<file path="config.mk">
export PLATFORM = sky130hd
export DESIGN_NAME = carfield_preload_ctrl
export DESIGN_NICKNAME = d
export VERILOG_FILES = /design/src/rtl/carfield_pkg.sv /design/src/rtl/carfield_preload_rr_arb.sv /design/src/rtl/carfield_preload_ctrl.sv
export SDC_FILE = /design/constraint.sdc
export NUM_CORES = 1
export LEC_CHECK = 0
export ABC_AREA = 1
export CORE_AREA = 2 2 145 147
export DETAILED_ROUTE_END_ITERATION = 10
export DIE_AREA = 0 0 147 149
export PLACE_DENSITY_LB_ADDON = 0.15
export SYNTH_ARGS = -nofsm -noshare
export SYNTH_HDL_FRONTEND = slang
export SYNTH_HIERARCHICAL = 1
export SYNTH_SLANG_ARGS = --single-unit
</file>
<file path="constraint.sdc">
create_clock -name clk_i -period 6.3 [get_ports clk_i]
set_clock_uncertainty 0.05 [all_clocks]
set_input_delay 1.575 -clock clk_i [delete_from_list [all_inputs] [get_ports clk_i]]
set_output_delay 1.575 -clock clk_i [all_outputs]
set_load 0.01 [all_outputs]
</file>
<file path="src/rtl/carfield_pkg.sv">
// Shared types and constants for the Carfield boot-memory preload controller.
package carfield_pkg;

  // FSM state encoding, also exported on state_o
  typedef enum logic [2:0] {
    ST_IDLE    = 3'd0,
    ST_PRELOAD = 3'd1,
    ST_RUN     = 3'd2,
    ST_DONE    = 3'd3,
    ST_ERROR   = 3'd4
  } state_e;

  // Preload requester indices
  localparam int unsigned SRC_JTAG  = 0;
  localparam int unsigned SRC_SLINK = 1;
  localparam int unsigned SRC_UART  = 2;

  // Boot mode encodings
  localparam logic [1:0] BOOT_PRELOAD = 2'd0;
  localparam logic [1:0] BOOT_SD      = 2'd1;

  // Exit code reported when the controller ends in ERROR
  localparam logic [30:0] EXIT_CODE_ERR = 31'h7FFF_FFFF;

endpackage

</file>
<file path="src/rtl/carfield_preload_rr_arb.sv">
// Round-robin arbiter with burst lock for the preload write port.
// A source is locked from the first cycle it is presented until its last
// beat is accepted; only then does the pointer move past it.
module carfield_preload_rr_arb #(
  parameter int unsigned NumSrc = 3,
  parameter int unsigned IdxW   = 2
) (
  input  logic              clk_i,
  input  logic              rst_ni,
  input  logic              en_i,
  input  logic              flush_i,
  input  logic [NumSrc-1:0] req_i,
  input  logic [NumSrc-1:0] last_i,
  input  logic              gnt_i,
  output logic [IdxW-1:0]   idx_o,
  output logic              req_o,
  output logic [NumSrc-1:0] gnt_o
);

  localparam logic [IdxW-1:0] LastIdx = IdxW'(NumSrc - 1);

  logic            locked_q;
  logic [IdxW-1:0] lock_q;
  logic [IdxW-1:0] ptr_q;
  logic [IdxW-1:0] pick;
  logic [IdxW-1:0] sel;
  logic            active;
  logic            accept;

  // Lowest requesting index at or after the pointer, wrapping around
  always_comb begin : pick_next
    int unsigned cand;
    logic        found;
    cand  = 0;
    found = 1'b0;
    pick  = ptr_q;
    for (int unsigned k = 0; k < NumSrc; k++) begin
      cand = 32'(ptr_q) + k;
      if (cand >= NumSrc) cand = cand - NumSrc;
      if (!found && req_i[IdxW'(cand)]) begin
        pick  = IdxW'(cand);
        found = 1'b1;
      end
    end
  end

  // Route the locked (or freshly picked) source to the memory port
  always_comb begin
    sel    = locked_q ? lock_q : pick;
    active = en_i & (locked_q | (|req_i));
    req_o  = active & req_i[sel];
    accept = req_o & gnt_i;
    idx_o  = sel;
    gnt_o  = '0;
    for (int i = 0; i < int'(NumSrc); i++) begin
      if (accept && (sel == IdxW'(i))) gnt_o[i] = 1'b1;
    end
  end

  // Lock and pointer bookkeeping
  always_ff @(posedge clk_i) begin
    if (!rst_ni) begin
      locked_q <= 1'b0;
      lock_q   <= '0;
      ptr_q    <= '0;
    end else if (flush_i) begin
      locked_q <= 1'b0;
    end else if (active) begin
      if (accept && last_i[sel]) begin
        locked_q <= 1'b0;
        ptr_q    <= (sel == LastIdx) ? '0 : sel + 1'b1;
      end else begin
        locked_q <= 1'b1;
        lock_q   <= sel;
      end
    end
  end

endmodule

</file>
<file path="src/rtl/carfield_preload_ctrl.sv">
// Carfield boot preload controller: arbitrates preload sources into boot
// memory, starts RUN on a write to the launch address and reports
// end-of-computation from the SoC scratch register.
// Optional RUN watchdog: define CARFIELD_PRELOAD_TIMEOUT_EN.
//
// state   | meaning
// --------+----------------------------------------------------------
// IDLE    | after reset, samples boot_mode_i on the first cycle
// PRELOAD | sources write boot memory until the launch address hits
// RUN     | program executing, waiting for a scratch EOC write
// DONE    | EOC seen, exit code latched; held until reset
// ERROR   | unsupported boot mode or watchdog expiry; held until reset
module carfield_preload_ctrl
  import carfield_pkg::*;
#(
  parameter int unsigned NumSrc        = 3,
  parameter int unsigned TimeoutCycles = 2**20
) (
  input  logic                   clk_i,
  input  logic                   rst_ni,
  input  logic [1:0]             boot_mode_i,
  input  logic [NumSrc-1:0]      src_req_i,
  output logic [NumSrc-1:0]      src_gnt_o,
  input  logic [NumSrc-1:0][31:0] src_addr_i,
  input  logic [NumSrc-1:0][31:0] src_data_i,
  input  logic [NumSrc-1:0]      src_last_i,
  output logic                   mem_req_o,
  output logic [31:0]            mem_addr_o,
  output logic [31:0]            mem_data_o,
  input  logic                   mem_gnt_i,
  input  logic [31:0]            launch_addr_i,
  input  logic                   scratch_we_i,
  input  logic [31:0]            scratch_wdata_i,
  output logic                   eoc_o,
  output logic [30:0]            exit_code_o,
  output logic                   err_o,
  output logic [2:0]             state_o
);

  localparam int unsigned IdxW = (NumSrc > 1) ? $clog2(NumSrc) : 1;

  state_e          state_q, state_d;
  logic            eoc_q;
  logic [30:0]     exit_code_q;
  logic            preload_en;
  logic [IdxW-1:0] arb_idx;
  logic            launch_hit;
  logic            eoc_hit;
  logic            wdog_expired;

  assign preload_en = (state_q == ST_PRELOAD);
  assign launch_hit = mem_req_o & mem_gnt_i & (mem_addr_o == launch_addr_i);
  assign eoc_hit    = scratch_we_i & scratch_wdata_i[0];
  assign mem_addr_o = src_addr_i[arb_idx];
  assign mem_data_o = src_data_i[arb_idx];

  carfield_preload_rr_arb #(
    .NumSrc (NumSrc),
    .IdxW   (IdxW)
  ) u_arb (
    .clk_i   (clk_i),
    .rst_ni  (rst_ni),
    .en_i    (preload_en),
    .flush_i (launch_hit),
    .req_i   (src_req_i),
    .last_i  (src_last_i),
    .gnt_i   (mem_gnt_i),
    .idx_o   (arb_idx),
    .req_o   (mem_req_o),
    .gnt_o   (src_gnt_o)
  );

`ifdef CARFIELD_PRELOAD_TIMEOUT_EN
  localparam int unsigned WdW = $clog2(TimeoutCycles + 1);

  logic [WdW-1:0] wdog_q;

  // Count cycles spent in RUN; cleared everywhere else
  always_ff @(posedge clk_i) begin
    if (!rst_ni || (state_q != ST_RUN)) begin
      wdog_q <= '0;
    end else begin
      wdog_q <= wdog_q + 1'b1;
    end
  end

  assign wdog_expired = (wdog_q == WdW'(TimeoutCycles - 1));
`else
  logic unused_timeout_cfg;
  assign unused_timeout_cfg = (TimeoutCycles == 0);
  assign wdog_expired       = 1'b0;
`endif

  // State register plus EOC / exit-code capture
  always_ff @(posedge clk_i) begin
    if (!rst_ni) begin
      state_q     <= ST_IDLE;
      eoc_q       <= 1'b0;
      exit_code_q <= '0;
    end else begin
      state_q <= state_d;
      if ((state_q == ST_RUN) && eoc_hit) begin
        eoc_q       <= 1'b1;
        exit_code_q <= scratch_wdata_i[31:1];
      end
    end
  end

  // Next-state decision; EOC wins over a coincident watchdog expiry
  always_comb begin
    state_d = state_q;
    unique case (state_q)
      ST_IDLE: begin
        if (boot_mode_i == BOOT_PRELOAD)  state_d = ST_PRELOAD;
        else if (boot_mode_i == BOOT_SD)  state_d = ST_ERROR;
        else                              state_d = ST_RUN;
      end
      ST_PRELOAD: if (launch_hit) state_d = ST_RUN;
      ST_RUN: begin
        if (eoc_hit)           state_d = ST_DONE;
        else if (wdog_expired) state_d = ST_ERROR;
      end
      ST_DONE:  state_d = ST_DONE;
      ST_ERROR: state_d = ST_ERROR;
      default:  state_d = ST_ERROR;
    endcase
  end

  // Status outputs; ERROR forces its fixed report
  always_comb begin
    err_o       = (state_q == ST_ERROR);
    eoc_o       = eoc_q | err_o;
    exit_code_o = err_o ? EXIT_CODE_ERR : exit_code_q;
    state_o     = state_q;
  end

endmodule

</file>
==> results of run 1 <==
-- routing by layer --
metal  vias up  track usage, %
li1       3439               -
met1      2850           25.42
met2       230           36.43
met3        30           7.034
met4         4           4.904
met5         -               0
-- worst max-delay path: stages --
cell and delay [ns]:
clkdlybuf4s50_1 0.59, inv_2 0.09, o21ai_4 0.16, nand2_4 0.09, nand2_1 0.07, nand2_1 0.05
nand2_1 0.06, nand2_1 0.07, nand2_2 0.11, nand2_8 0.11, inv_2 0.29, buf_4 0.25
o21ai_0 0.11, o21ai_0 0.16, clkdlybuf4s50_1 0.57
-- state kept, by name (all words and copies together) (netlist names) --
register / cells
u_arb/locked_q: 1
exit_code_q: 31
state_o: 3
eoc_q: 1
u_arb/lock_q: 2
u_arb/ptr_q: 2
-- stage by stage --
step	hold slack [ns]	total power, mW	std cells
after floorplan	0.3791	0.6989	866
after detailed placement	0.3939	1.239	1492
after global routing	0.4220	1.596	1501
after global placement	0.3915	1.239	1492
final	0.4014	1.480	1501
after CTS	0.4032	1.501	1500
-- power breakdown --
| group | total, mW | internal [mW] | switching [mW] | leakage [nW] |
|---|---|---|---|---|
| clock | 0.252 | 0.148 | 0.105 | 0.0671 |
| combinational | 0.950 | 0.484 | 0.466 | 3.60 |
| sequential | 0.278 | 0.270 | 0.00777 | 0.325 |
-- placed cells by master (no fill, tap or decap), drive strengths merged --
master           n
a21boi           1
a21oi           35
and2             1
buf             19
clkbuf           6
clkdlybuf4s50  371
clkinv           1
clkinvlp         1
dfxtp           40
diode            1
ha               4
inv            142
nand2          279
nand3           59
nand3b           9
nand4           11
nor2           101
nor3             3
nor3b            3
nor4             4
o211a            1
o211ai          11
o21ai          119
or2              4
-- kinds of logic after synthesis --
logic type | Yosys count
flops | 40
buf+inv | 181
fa+ha+maj | 4
simple gates | 474
compound gates | 167
-- synth_stat cells, types with 6 or more instances --
| master | instances |
|---|---|
| clkbuf_1 | 24 |
| dfxtp_1 | 40 |
| nand4_1 | 10 |
| o21ai_0 | 103 |
| inv_2 | 7 |
| o21ai_1 | 14 |
| nand2_1 | 270 |
| a21oi_1 | 35 |
| nand3_2 | 6 |
| inv_1 | 133 |
| nor2_1 | 99 |
| nand2_2 | 6 |
| nand3b_1 | 9 |
| buf_2 | 9 |
| o211ai_1 | 11 |
| nand3_1 | 53 |
-- path summary, 6_finish.rpt --
kind	end	slack, ns	from
max	mem_data_o[15]	0.28	src_req_i[2]
min	exit_code_q[15]	0.40	exit_code_q[15]
max reg2reg	u_arb/ptr_q[0]	2.50	u_arb/ptr_q[0]
min reg2reg	exit_code_q[15]	0.40	exit_code_q[15]
-- cell type report --
class                      instances  area, um^2  area share (%)
antenna                            1       2.502         0.02871
clock buffer                       6       128.9           1.478
clock inverter                     2       16.27          0.1866
inverter                         142       538.0           6.172
multi-input combinational        645        2993           34.33
sequential                        40       800.8           9.186
tap                              275       344.1           3.947
timing repair buffer             390        3894           44.67
==> metrics, run 1 <==
status finished clean; DP Area 8569 um^2; Fillers 2239; IO Pins 372; crit path kind in2out; worst min path class reg2reg; post-synthesis cell area 4523 um^2; synthesized flop and latch total 40; CTS tree yes; share of cells above drive strength 1 4.898%; Hold Path Cell Cnt 2; nets 1496; mux cell area share after synthesis 0%; Max FO, Critical Path 17; Final Setup Violations 0; DRC 0; WL per Instance 16.13 um; First-pass DRT Iterations 5; number of max-slew violations in the final report 0; setup tns final 0 ns; routability cong. 0.9040; syn nets 1138; number of synthesized flops with an enable pin 0; DRT iter0 DRCs 250; Die ar. 21900 um^2; post-synthesis compound-gate area fraction 19.59%; WL final 24210 um; area leader, netlist nand2_1; ys async rst share 0%; DR vias/cell 4.366; R2R depth 27; Final Cell Area 8717 um^2; Post-Synth Simple-Gate Area 45.48%; wl on met1 10410 um; yosys warns 6; Worst setup SP type primary input; Total GRT Usage 21.07%; Final Critical Period 6.018 ns; Critical Path End Type primary output; gr ovfl total 0; Clock transition at path regs 0.06 ns; Core Util, Final 42.40%; Post CTS Setup Buffer Count 0; Die Y 149 um; routed via count 6553; Static Leak 3.995 nW; largest family of logic cells by synthesized area simple AND/OR/NAND/NOR gates; synthesized-area fraction occupied by adder cells 1.107%; clk_lat worst skew 0.27 ns; CTS Sinks 40; f_max 0.1662 GHz; CP arrival 4.39 ns; CTS root buf clkbuf_16; most common flop cell mapped by yosys dfxtp_1; Mapped Cells 866; first-pass GRT wire length 36230 um; setup ws final 0.2815 ns; die width 147 um; initial antenna violation count 3; RSZ-0062 raised after global routing no; H-Tree Level Count 2; Crit path required time 4.68 ns; Hold Vio Cnt, Final 0; Slew headroom 33.99%; post-synth top area share 22.41%; Longest Clk Path Bufs 2; post-CTS sizing 0; Rows 53; cts bufs inserted 5; worst slew pin tran 0.9891 ns; final worst path period share 95.53%; Post-DRT Antenna Nets 0; Synth Area per Inst 5.223 um^2; Area contributors post-synth nand2_1 (22%), dfxtp_1 (18%), o21ai_0 (11%); top layer used by detailed routing met5; count of cell types in the netlist 36; Place WS 0.3183 ns; Max Cap Viol 0; XOR/XNOR Fraction of Synth Area 0%; vias in the first global route 6402; PD cells 169.8 nW/um^2; post-synthesis sequential area ratio 17.70%; met2 WL post-DR 11060 um; worst vdd ir 103.8 uV; Starting Density 22.00%; hpwl dp 20080 um; port bufs 371; met3 routed WL 2189 um; hold_buf cts 0; largest net degree at the start of global routing 52; Layout area overhead 92.72%; Core ar. 20560 um^2
Power figures use the tool's default switching activity.
==> inputs of run 2 (changes only) <==
--- a/config.mk
+++ b/config.mk
@@ -6,9 +6,9 @@
 export NUM_CORES = 1
 export LEC_CHECK = 0
 export ABC_AREA = 1
-export CORE_AREA = 2 2 145 147
+export CORE_AREA = 2 2 146 148
 export DETAILED_ROUTE_END_ITERATION = 10
-export DIE_AREA = 0 0 147 149
+export DIE_AREA = 0 0 148 150
 export PLACE_DENSITY_LB_ADDON = 0.15
 export SYNTH_ARGS = -nofsm -noshare
 export SYNTH_HDL_FRONTEND = slang
==> run 2 against run 1 <==
First-iteration DRC count increased by 12%; core utilization fell by 0.27 points; die area is 1.4% higher; largest power group unchanged; largest cell class unchanged; global-route usage rose by 0.33 points; via count fell by 0.29%; register-to-register slack worse by 0.12 ns; clock-buffer cell count shrank 1; worst setup slack got worse by 0.083 ns.
==> metrics, run 2 (synthesized netlist as in run 1, its figures left out) <==
status finished clean; Post-DRT Antenna Nets 0 (unchanged); PD cells 179.0 nW/um^2 (+5.4%); share of cells above drive strength 1 4.355% (-0.54 points); hold path startpoint exit_code_q[27]; Die Y 150 um (+0.67%); Clock transition at path regs 0.06 ns (about the same); routed via count 6534 (-0.29%); worst vdd ir 127.4 uV (+23%); Final Critical Period 6.102 ns (+0.08305 ns); Starting Density 21.86% (-0.14 points); Hold Vio Cnt, Final 0 (unchanged); post-CTS sizing 0 (unchanged); critical path's most frequent cell nand2_1; hold_buf cts 0 (unchanged); Slew headroom 29.28% (-4.7 points); DRC 0 (unchanged); Largest Register exit_code_q; clk_lat worst skew 0.28 ns (about the same); CTS root buf clkbuf_16; Max FO, Critical Path 47 (+30); port bufs 371 (unchanged); Critical Path End Type primary output; f_max 0.1639 GHz (-1.4%); Rows 53 (unchanged); commonest non-fill, non-tap cell in the layout clkdlybuf4s50_1; die width 148 um (+0.68%); First-pass DRT Iterations 5 (unchanged); R2R depth 26 (-3.7%); nets 1489 (-0.47%); vias in the first global route 6343 (-0.92%); setup tns final 0 ns (unchanged); initial antenna violation count 1 (-2); Worst path max stage delay 0.61 ns (+0.02 ns); WL final 24880 um (+2.8%); CTS tree yes; Die ar. 22200 um^2 (+1.4%); Crit Reg-Reg Startpoint u_arb/ptr_q[0]; Longest Clk Path Bufs 2 (unchanged); Core ar. 20690 um^2 (+0.65%); Register-to-Register Setup Slack 2.38 ns (-0.12 ns); most frequent cells in the layout clkdlybuf4s50_1 (371), nand2_1 (270), inv_1 (132); largest net degree at the start of global routing 55 (+5.8%); worst min path class reg2reg; total power 1.560 mW (+5.4%); max FFs per register 31 (unchanged); Total GRT Usage 21.40% (+0.33 points); Hold Path Cell Cnt 2 (unchanged); Top delay family on crit path buffers and inverters; WL per Instance 16.66 um (+3.3%); Worst setup SP type primary input; Fillers 2302 (+2.8%); Max Cap Viol 0 (unchanged); final worst path period share 96.85% (+1.3 points); H-Tree Level Count 2 (unchanged); Layout area overhead 92.72% (unchanged); DR vias/cell 4.376 (+0.24%); worst r2r dst u_arb/ptr_q[0]; hold path endpoint exit_code_q[27]; RSZ-0062 raised after global routing no; Final Setup Violations 0 (unchanged); Final Cell Area 8717 um^2 (unchanged); IO Pins 372 (unchanged); routability cong. 0.8843 (-2.2%); critical path cell sequence clkdlybuf4s50_1 -> inv_2 -> nand2_1 -> nand3_2 -> nand3b_1 -> nand2_1 -> nand2_1 -> nand2_1 -> nand2_2 -> inv_2 -> inv_4 -> buf_12 -> o21ai_0 -> nand2_1 -> clkdlybuf4s50_1; worst slew pin tran 1.058 ns (+0.06859 ns); DP Area 8529 um^2 (-0.47%); DRT iter0 DRCs 280 (+12%); Static Leak 3.991 nW (-0.10%); slowest CP cell clkdlybuf4s50_1; crit path kind in2out; CTS Sinks 40 (unchanged); Post CTS Setup Buffer Count 0 (unchanged); CP arrival 4.48 ns (+0.09 ns); Crit path required time 4.68 ns (about the same); hpwl dp 20360 um (+1.4%); number of max-slew violations in the final report 0 (unchanged); first-pass GRT wire length 37050 um (+2.2%); gr ovfl total 0 (unchanged); cts bufs inserted 5 (unchanged); buffer and inverter count on the worst path 6 (+1)
[run 2: cell types whose count changed in the layout (fill, tap and decap cells not counted), sizes merged]
| cell | previous run | this run |
|---|---|---|
| buf | 19 | 12 |
| bufinv | 0 | 2 |
| clkbuf | 6 | 5 |
| clkinv | 1 | 0 |
| clkinvlp | 1 | 0 |
[run 2: power breakdown]
group | switching [mW] | leakage (nW) | total (mW) | internal [mW]
Combinational | 0.473 | 3.58 | 0.953 | 0.479
Clock | 0.104 | 0.0899 | 0.329 | 0.225
Sequential | 0.00828 | 0.325 | 0.278 | 0.270
[run 2: worst max-delay path by stage]
stage                             from             end  cells after the start  slack (ns)
after CTS                 src_req_i[1]  mem_addr_o[24]                     15        0.26
after global routing      src_req_i[1]  mem_addr_o[24]                     16        0.06
after detailed placement  src_req_i[1]  mem_addr_o[24]                     15        0.26
after floorplan           src_req_i[2]  mem_data_o[10]                     14        1.38
after global placement    src_req_i[1]  mem_addr_o[24]                     15        0.29
final                     src_req_i[1]  mem_addr_o[24]                     15        0.20
[run 2: metrics by stage]
| step | worst slack [ns] | instances | util (%) | hold slack, ns |
|---|---|---|---|---|
| 3_3_place_gp | 0.2890 | 1485 | 41.23 | 0.3895 |
| 3_5_place_dp | 0.2610 | 1485 | 41.23 | 0.3935 |
| 4_1_cts | 0.2643 | 1492 | 42.12 | 0.4030 |
| 6_report | 0.1985 | 1493 | 42.13 | 0.4030 |
| 5_1_grt | 0.06325 | 1492 | 42.12 | 0.4159 |
| 2_1_floorplan | 1.377 | 866 | - | 0.3791 |
[run 2: worst min-delay path, cell delays in order (launching register included)]
cell and delay [ns]:
dfxtp_1 0.30, inv_1 0.06, a21oi_1 0.05
[run 2: routing by layer]
layer | wire (um) | vias to the layer above | global-route usage (%)
met5 | 0 | - | 0
met4 | 469 | 0 | 4.381
met3 | 2428 | 26 | 7.165
met2 | 11500 | 257 | 36.64
met1 | 10480 | 2831 | 26.19
li1 | - | 3420 | -
[run 2: layout make-up]
cell class / instances / area [um^2] / area share, %
multi-input cells: 645 / 2993 / 34.33
well taps: 275 / 344.1 / 3.947
clock buffers: 5 / 125.1 / 1.435
inverters: 142 / 538.0 / 6.172
clock inverters: 2 / 60.06 / 0.6890
flip-flops and latches: 40 / 800.8 / 9.186
diodes: 1 / 2.502 / 0.02871
repair buffers: 383 / 3854 / 44.21
==> inputs of run 3 (changes only) <==
--- a/config.mk
+++ b/config.mk
@@ -9,7 +9,7 @@
 export CORE_AREA = 2 2 146 148
 export DETAILED_ROUTE_END_ITERATION = 10
 export DIE_AREA = 0 0 148 150
-export PLACE_DENSITY_LB_ADDON = 0.15
+export PLACE_DENSITY = 0.56
 export SYNTH_ARGS = -nofsm -noshare
 export SYNTH_HDL_FRONTEND = slang
 export SYNTH_HIERARCHICAL = 1
==> run 3 against run 2 <==
Maximum frequency rose by 0.13%; routed wire length shrank 0.59%; worst hold slack worse by 0.0010 ns; sequential cell count unchanged; first-iteration DRC count shrank 18%; combinational power down 0.4%; critical path type unchanged; die area unchanged; sequential power is essentially flat.
==> metrics, run 3 (synthesized netlist as in run 1, its figures left out) <==
number of max-slew violations in the final report 0 (unchanged); setup tns final 0 ns (unchanged); hold_ws 0.4019 ns (-0.001039 ns); max FFs per register 31 (unchanged); share of cells above drive strength 1 4.355% (unchanged); First-pass DRT Iterations 4 (-1); CTS root buf clkbuf_16; Hold Vio Cnt, Final 0 (unchanged); DR vias/cell 4.380 (about the same); commonest non-fill, non-tap cell in the layout clkdlybuf4s50_1; Clock transition at path regs 0.06 ns (about the same); slowest CP cell clkdlybuf4s50_1; nets 1488 (-0.067%); initial antenna violation count 2 (+1); Crit path required time 4.68 ns (about the same); die width 148 um (unchanged); f_max 0.1641 GHz (+0.13%); WL final 24730 um (-0.59%); CTS Sinks 40 (unchanged); IO Pins 372 (unchanged); worst slew pin tran 1.092 ns (+0.03435 ns); clk_lat worst skew 0.28 ns (about the same); Total GRT Usage 21.32% (-0.077 points); Die Y 150 um (unchanged); H-Tree Level Count 2 (unchanged); Final Critical Period 6.094 ns (-0.007927 ns); critical path cell sequence clkdlybuf4s50_1 -> inv_2 -> o21ai_4 -> nand2_4 -> or2_0 -> nand3_1 -> nand2_1 -> nand2_2 -> inv_2 -> inv_4 -> buf_4 -> nor2_1 -> nor2_1 -> nand2_1 -> o21ai_0 -> clkdlybuf4s50_1; port bufs 371 (unchanged); worst min path class reg2reg; Max FO, Critical Path 22 (-53%); status finished clean; DRC 0 (unchanged); cts bufs inserted 5 (unchanged); Rows 53 (unchanged); worst vdd ir 157.1 uV (+23%); Fillers 2231 (-3.1%); CTS tree yes; hpwl dp 20220 um (-0.72%); DRT iter0 DRCs 229 (-18%); Post-DRT Antenna Nets 0 (unchanged); hold_buf cts 0 (unchanged); Layout area overhead 91.92%; routed via count 6535 (+0.015%); Worst setup SP type primary input; Max Cap Viol 0 (unchanged); final worst path period share 96.72% (-0.13 points); Worst path max stage delay 0.62 ns (about the same); WL per Instance 16.58 um (-0.53%); total power 1.523 mW (-2.4%); Antenna Cells 0 (-1); Critical Path End Type primary output; Largest Register exit_code_q; largest net degree at the start of global routing 64 (+16%); gr ovfl total 0 (unchanged); Longest Clk Path Bufs 2 (unchanged); PD cells 175.4 nW/um^2 (-2.0%); Static Leak 3.971 nW (-0.50%); Place WS 0.08516 ns (-0.1758 ns); vias in the first global route 6462 (+1.9%); most frequent cells in the layout clkdlybuf4s50_1 (371), nand2_1 (270), inv_1 (132); Slew headroom 26.97% (-2.3 points); Core ar. 20690 um^2 (unchanged); Starting Density 21.86% (unchanged); Die ar. 22200 um^2 (unchanged); RSZ-0062 raised after global routing no; setup ws final 0.2064 ns (+0.007927 ns); crit path kind in2out; CP arrival 4.47 ns (about the same); Final Setup Violations 0 (unchanged); first-pass GRT wire length 36710 um (-0.90%); routability cong. 0.8775 (-0.77%)
-- run 3: cell types whose count changed in the layout (fill, tap and decap cells not counted) --
cell and change:
diode_2 -1, buf_6 +1, o21ai_1 +1, bufinv_16 -1
clkinvlp_4 +1, o21ai_0 -1, clkinv_2 +1, buf_12 -1
buf_4 -1
-- run 3: worst max-delay path, delay by kind of cell --
family,cells,cell delay (ns)
AND/OR/NAND/NOR,8,0.86
AO/OA/AOI/OAI,2,0.27
buffers and inverters,6,1.72
-- run 3: metrics by stage --
step	cell area [um^2]	cells	util (%)
4_1_cts	8677	1492	41.94
3_5_place_dp	8509	1484	41.13
6_report	8681	1492	41.96
5_1_grt	8681	1492	41.96
2_1_floorplan	4523	866	-
3_3_place_gp	8509	1484	41.13
-- run 3: final timing paths --
path                                      from        endpoint  slack [ns]  depth (start not counted)
worst min-delay path            exit_code_q[9]  exit_code_q[9]        0.40                          2
worst max-delay path              src_req_i[2]   mem_addr_o[7]        0.21                         16
worst max register to register  u_arb/ptr_q[0]  u_arb/ptr_q[1]        2.43                         27
worst min register to register  exit_code_q[9]  exit_code_q[9]        0.40                          2
-- run 3: routing by layer --
layer | vias to the layer above | GRT usage, % | share of wire, % | wire length (um)
met5 | - | 0 | 0.065 | 16
met4 | 2 | 3.381 | 1.1 | 282
met3 | 19 | 7.165 | 8.9 | 2211
met2 | 234 | 37.43 | 47 | 11640
met1 | 2868 | 25.73 | 43 | 10580
li1 | 3412 | - | - | -
-- run 3: repair_timing --
item	4_1_cts	5_1_grt
resized for setup	0	2
endpoints found under the setup margin	0	1
setup buffers	0	0
endpoints found under the hold margin	0	0
-- run 3: cell type report --
cell class,count,area (um^2),area share [%]
Timing Repair Buffer,382,3837,44.21
Clock inverter,3,42.54,0.4901
Clock buffer,5,125.1,1.441
Tap cell,275,344.1,3.964
Inverter,142,538.0,6.198
Multi-Input combinational cell,645,2993,34.48
Sequential cell,40,800.8,9.225
-- run 3: where the power goes --
part	switching (mW)	leakage [nW]	internal, mW
logic	0.472	3.57	0.476
registers	0.00854	0.325	0.270
clock network	0.110	0.0798	0.186
total	0.590	3.97	0.933
